### src/rtl/sram_ctrl.sv
// Asynchronous 32-bit SRAM controller for the MEM stage: one access per request,
// with fixed SETUP / ACCESS(WAIT_CYCLES) / DONE timing and latched request fields.
`timescale 1ns/1ps
module sram_ctrl #(
    parameter int unsigned WAIT_CYCLES = 2,
    parameter int unsigned ADDR_W      = 20
) (
    input  logic              clk,
    input  logic              resetn,
    input  logic              req,
    input  logic [3:0]        sel,
    input  logic [31:0]       addr,
    input  logic [31:0]       wdata,
    input  logic              adel,
    input  logic              ades,
    output logic [31:0]       rdata,
    output logic              ready,
    output logic              stall,
    output logic [ADDR_W-1:0] sram_addr,
    output logic [31:0]       sram_dq_o,
    output logic              sram_dq_oe,
    input  logic [31:0]       sram_dq_i,
    output logic              sram_ce_n,
    output logic              sram_oe_n,
    output logic              sram_we_n,
    output logic [3:0]        sram_be_n
);

    typedef enum logic [1:0] {
        IDLE,
        SETUP,
        ACCESS,
        DONE
    } state_t;

    localparam logic [3:0] CNT_LOAD = 4'(WAIT_CYCLES - 1);

    state_t             state_q, state_d;
    logic [3:0]         cnt_q, cnt_d;
    logic [ADDR_W-1:0]  addr_q, addr_d;
    logic [31:0]        wdata_q, wdata_d;
    logic [3:0]         sel_q, sel_d;
    logic [31:0]        rdata_q, rdata_d;

    logic accept;
    logic active;
    logic is_wr;

    assign accept = (state_q == IDLE) && req && !adel && !ades;
    assign active = (state_q == SETUP) || (state_q == ACCESS);
    assign is_wr  = |sel_q;

    always_ff @(posedge clk or negedge resetn) begin
        if (!resetn) begin
            state_q <= IDLE;
            cnt_q   <= '0;
            addr_q  <= '0;
            wdata_q <= '0;
            sel_q   <= '0;
            rdata_q <= '0;
        end else begin
            state_q <= state_d;
            cnt_q   <= cnt_d;
            addr_q  <= addr_d;
            wdata_q <= wdata_d;
            sel_q   <= sel_d;
            rdata_q <= rdata_d;
        end
    end

    always_comb begin
        state_d = state_q;
        cnt_d   = cnt_q;
        addr_d  = addr_q;
        wdata_d = wdata_q;
        sel_d   = sel_q;
        rdata_d = rdata_q;
        case (state_q)
            IDLE: begin
                if (accept) begin
                    addr_d  = addr[ADDR_W+1:2];
                    wdata_d = wdata;
                    sel_d   = sel;
                    state_d = SETUP;
                end
            end
            SETUP: begin
                cnt_d   = CNT_LOAD;
                state_d = ACCESS;
            end
            ACCESS: begin
                if (cnt_q == '0) begin
                    if (!is_wr) begin
                        rdata_d = sram_dq_i;
                    end
                    state_d = DONE;
                end else begin
                    cnt_d = cnt_q - 4'd1;
                end
            end
            DONE: begin
                state_d = IDLE;
            end
            default: begin
                state_d = IDLE;
            end
        endcase
    end

    // Strobes decode straight from state so an asynchronous reset releases the bus at once.
    // Write data is driven through DONE to give the SRAM hold time after WE# rises.
    assign sram_addr  = addr_q;
    assign sram_dq_o  = wdata_q;
    assign sram_ce_n  = !active;
    assign sram_oe_n  = !(active && !is_wr);
    assign sram_we_n  = !((state_q == ACCESS) && is_wr);
    assign sram_dq_oe = (active || (state_q == DONE)) && is_wr;
    assign sram_be_n  = active ? (is_wr ? ~sel_q : 4'b0000) : 4'b1111;
    assign rdata      = rdata_q;
    assign ready      = (state_q == DONE);
    assign stall      = resetn && (accept || active);

    a_no_oe_we_overlap : assert property (@(posedge clk) disable iff (!resetn)
        !(!sram_we_n && !sram_oe_n));
    a_no_drive_while_read : assert property (@(posedge clk) disable iff (!resetn)
        !(sram_dq_oe && !sram_oe_n));

endmodule
### config.mk
export PLATFORM = sky130hd
export DESIGN_NAME = sram_ctrl
export DESIGN_NICKNAME = d
export VERILOG_FILES = /design/src/rtl/sram_ctrl.sv
export SDC_FILE = /design/constraint.sdc
export NUM_CORES = 1
export LEC_CHECK = 0
export CAP_MARGIN = 10
export CORE_MARGIN = 4
export CORE_UTILIZATION = 40
export CTS_BUF_LIST = sky130_fd_sc_hd__clkbuf_4 sky130_fd_sc_hd__clkbuf_8 sky130_fd_sc_hd__clkbuf_16
export DETAILED_ROUTE_END_ITERATION = 16
export PLACE_DENSITY = 0.81
export SYNTH_ARGS = -nofsm -noshare
export SYNTH_HDL_FRONTEND = slang
export SYNTH_SLANG_ARGS = --single-unit
### constraint.sdc
create_clock -name clk -period 2.1 [get_ports clk]
set_input_delay 0.315 -clock clk [delete_from_list [all_inputs] [get_ports clk]]
set_output_delay 0.315 -clock clk [all_outputs]
set_load 0.02 [all_outputs]
=== After elaboration in Yosys (flattened, before gate mapping) ===
Index checks and enable logic that the tools add are counted.
Widths: inputs -> output; s select.

* $add $sub $neg: 1
* Equality and inequality tests: 6
* Mux-type cells: 7
* Bitwise operators: 2
* Reduce and logical (&&, ||, !) cells: 24

{| class="wikitable"
|+ Operators by type and width
! operator !! number
|-
| $mux 4 || 3
|-
| $pmux 2 s4 || 1
|-
| $pmux 4 s2 || 1
|-
| $logic_and 1x1->1 || 7
|-
| $logic_not 1->1 || 6
|-
| $ne 2x2->1 const B || 3
|-
| $reduce_and 2->1 || 3
|-
| $eq 2x2->1 const B || 2
|-
| $logic_not 4->1 || 1
|-
| $mux 2 || 2
|-
| $not 4->4 || 1
|-
| $reduce_or 4->1 || 1
|-
| $sub 4x1->4 const B || 1
|-
| $logic_or 1x1->1 || 3
|-
| $reduce_and 3->1 || 1
|-
| $eq 2x1->1 const B || 1
|-
| $logic_not 2->1 || 1
|-
| $reduce_bool 2->1 || 1
|-
| $not 1->1 || 1
|}

* Flip-flop bits (word level): 94
* Input port bits: 105

=== Depth between registers and ports, before layout ===
* Depth in word-level cells: 6
* Depth in mapped cells: 6
* Depth with buffers taken out: 5

=== Worst setup path after synthesis ===
OpenSTA, ideal clock, no wires.

* Path type: register -> output
* Start point: register state_q[0]
* End point: output port stall
* Arrival: 1.560 ns
* Data required time: 1.785 ns
* Setup slack: 0.225 ns
* Stages on the path, launching flop included: 7
* Buffers on the path: 2
* Path through: dfrtp_1 > inv_1 > ha_1 > and4bb_2 > buf_2 > buf_2 > o21a_1

* Cells in the longest elaborated chain, start to end: 6

{| class="wikitable"
|+ RTL lines
! element !! RTL line !! text
|-
| from (decl) || 38 || <nowiki>state_t state_q, state_d;</nowiki>
|-
| from (signal assigned) || 62 || <nowiki>state_q <= state_d;</nowiki>
|-
| $logic_not 2->1 || 49 || <nowiki>assign accept = (state_q == IDLE) && req && !adel && !ades;</nowiki>
|-
| $logic_and 1x1->1 (3 in series) || 49 ||
|-
| $logic_or 1x1->1 * || 121 || <nowiki>assign stall = resetn && (accept || active);</nowiki>
|-
| $logic_and 1x1->1 * || 121 ||
|-
| to (decl) || 18 || <nowiki>output logic stall,</nowiki>
|}

Mark *: on every way between the ends. The rest lies on a longest branch, timed or not.

=== Final worst setup path ===
Ends and elaborated chain as after synthesis.

==> impl_metrics.csv <==
group,metric,value,unit
pwr,powerDensity,1543,nW/um^2
timing,slew_violations,0,
floorplan,core.rowCount,35,
floorplan,core_area,9328,um^2
synthesis,synth.distinct_cells,25,
placed_design,dpl.hpwl,6922,um
timing,tightest_slew,0.5139,ns
timing,setup_viol,0,
clock_tree,clock_sinks,94,
global_routing,grt_pass1_vias,2997,
setup_path,critPathLaunchType,"flip-flop",
synthesis,synth-simple-area-share,0.03210,
setup_path,crit_required,1.78,ns
synthesis,synth_top_family_by_area,"multiplexers",
timing,rsz0062_at_grt,"false",
detailed_routing,drt-initial-drc-count,126,
global_routing,overflow,0,
synthesis,synth_area_leaders,"dfrtp_1 61%, mux2_2 17%, mux2_4 12%",
floorplan,die_h,106.2,um
timing,max_freq,505.9,MHz
global_routing,grt_pass1_wl,14830,um
global_routing,grt_max_degree,95,
timing,setup_tns,0,ns
pwr,vdd_drop_max,724.4,uV
synthesis,synthAdderAreaFrac,0.02270,
final_layout,diodes,0,
detailed_routing,drtPass1Iterations,4,
final_layout,drive_above_1_share,0.2802,
synthesis,synthXorXnorAreaFrac,0,
hold_path,hold_path_class,"in -> async",
synthesis,postSynthCellCount,236,
detailed_routing,drc,0,
synthesis,synth.most_common_cell,"dfrtp_1",
clock_tree,root_buffer,"clkbuf_8",
floorplan,start_util,0.4137,
pwr,p_leak,2.701,nW
synthesis,synth_edf_count,0,
setup_path,crit_path_max_incr_delay,0.38,ns
timing,hold_viol_final,0,
synthesis,synthArstFlopShare,1.000,
detailed_routing,viasPerCell,4.674,
setup_path,path_buf_inv,2,
floorplan,dieArea,11280,um^2
timing,timing.final.crit_share,0.9413,
synthesis,synth_top_area_share,0.6096,
global_routing,antenna_found_initial,0,
setup_path,path_cells,"inv_1 > ha_4 > and4bb_2 > o21a_1 > clkdlybuf4s15_2",
placed_design,portBuffers,186,
setup_path,cp_max_fo,3,
clock_tree,clk_path_buf_depth,2,
global_routing,grt.total_usage,0.1655,
timing,relSlewSlack,0.6574,
detailed_routing,vias,2655,
setup_path,worst_setup_path_end_kind,"output port",
synthesis,avgSynthCellArea,16.35,um^2
synthesis,yosysWarnings,0,
synthesis,synth_area,3859,um^2
floorplan,io_pins,199,
synthesis,synth_largest_area_cell,"dfrtp_1",
clock_tree,htreeDepth,3,
setup_path,arrival,1.66,ns
detailed_routing,ant_nets,0,
synthesis,synth_ff_type,"dfrtp_1",
synthesis,synth_mux_area_frac,0.2912,
floorplan,die_w,106.2,um
synthesis,yosysSeqAreaShare,0.6096,
clock_tree,cts_tree,"built",
detailed_routing,routed_wirelength,9241,um
timing,fin_skew,0.01077,ns
detailed_routing,wire_per_inst,16.27,um
synthesis,synth_commonest_cells,"94 x dfrtp_1, 58 x mux2_2, 30 x mux2_4, 7 x ha_1, 7 x inv_1",
clock_tree,numCtsBuffers,9,
timing,holdWs,0.03286,ns
placed_design,place_congestion,0.7643,
job,maxCapViolCount,0,
clock_tree,clk_latency,0.34,ns
setup_path,critPathKind,"reg -> out",
synthesis,synth_nets,348,
synthesis,ys_ff_latch,94,
clock_tree,clkSlewWorstSetupHoldPaths,0.09,ns
final_layout,synthToLayoutAreaGrowth,58.95,%
setup_path,slowest_stage,"dfrtp_1",
timing,layout_min_cycle_time,1.977,ns
synthesis,synth_compound_area_frac,0.02108,
run_status,outcome,"complete, no violations",
final_layout,fin_nets,546,
setup_path,critical_path.top_delay_family,"buffers and inverters",
==> per-stage QoR <==
| step | total power, W | std cells | cell area [um^2] | worst slack (ns) | utilization |
|---|---|---|---|---|---|
| floorplan | 0.005824 | 236 | 3859 | 0.2254 | - |
| global placement | 0.008225 | 549 | 5906 | 0.05932 | 0.6331 |
| detailed placement | 0.008374 | 549 | 5906 | 0.06031 | 0.6331 |
| CTS | 0.009539 | 566 | 6102 | 0.008981 | 0.6542 |
| global route | 0.01002 | 568 | 6133 | 0.04003 | 0.6575 |
| finish | 0.009466 | 568 | 6133 | 0.1234 | 0.6575 |
==> cell families (layout without fill, tap and decap cells) <==
kind of cell    after synthesis  after routing
compound gates               13             13
fa+ha+maj                     7              7
buf+inv                      16            219
flops                        94             94
mux                          90             90
simple gates                 16             16
==> sequential cells by signal (all words and copies together), names as in the netlist <==
signal / count
cnt_q: 4
rdata: 32
sel_q: 4
sram_addr: 20
sram_dq_o: 32
state_q: 2
==> final timing paths <==
kind | start | to | slack, ns | cells past startpoint
max | state_q[0] | stall | 0.12 | 5
min reg2reg | sram_dq_o[10] | sram_dq_o[10] | 0.51 | 1
max in group asynchronous | resetn | cnt_q[1] | 1.64 | 2
min | resetn | rdata[8] | 0.03 | 2
max reg2reg | cnt_q[0] | rdata[25] | 0.30 | 6
min in group clk | sram_dq_o[10] | sram_dq_o[10] | 0.51 | 1
==> what timing repair did <==
| item | in CTS | in global routing |
|---|---|---|
| endpoints found under the setup margin | 9 | 8 |
| gates resized for setup | 11 | 11 |
| pin swaps | 1 | 1 |
| hold endpoints to repair | 0 | 0 |
| hold buffers | 0 | 0 |
| cloned | 0 | 0 |
| buffers inserted | 1 | 2 |
==> metal layers <==
| metal | global-route usage | part of all wire | up-vias |
|---|---|---|---|
| li1 | - | - | 1228 |
| met1 | 0.1989 | 0.39 | 1300 |
| met2 | 0.2769 | 0.49 | 119 |
| met3 | 0.06557 | 0.11 | 8 |
| met4 | 0.04440 | 0.0076 | 0 |
| met5 | 0 | 0 | - |
==> cell usage in the layout, fill, tap and decap left out, types with 2 or more instances in the layout <==
cell / n
clkdlybuf4s15_1: 4
mux2i_1: 2
nand2b_1: 3
mux2_2: 58
buf_12: 3
clkdlybuf4s50_1: 176
clkbuf_4: 2
nand2_1: 3
dfrtp_1: 94
clkbuf_8: 9
nor2_1: 2
inv_1: 6
ha_1: 5
a21oi_1: 2
o21ai_0: 5
o22a_1: 2
dlygate4sd2_1: 3
mux2_4: 30
nor3_1: 2
buf_4: 8
clkinvlp_4: 2
==> where the power goes <==
part | leakage (nW) | internal, W | switching (W) | total (W)
registers | 1.13 | 0.00271 | 0.000508 | 0.00322
clock network | 0.0968 | 0.000581 | 0.000616 | 0.00120
logic | 1.48 | 0.00275 | 0.00231 | 0.00505
==> final cells by class <==
cell class              instances  area, um^2
repair buffers                196        1964
flip-flops and latches         94        2352
multi-input cells             126        1431
fillers                       717        3194
clock inverters                 5       58.81
clock buffers                  11       138.9
well taps                     129       161.4
inverters                       7       26.28
No activity file was read; power rests on OpenSTA's default activity.
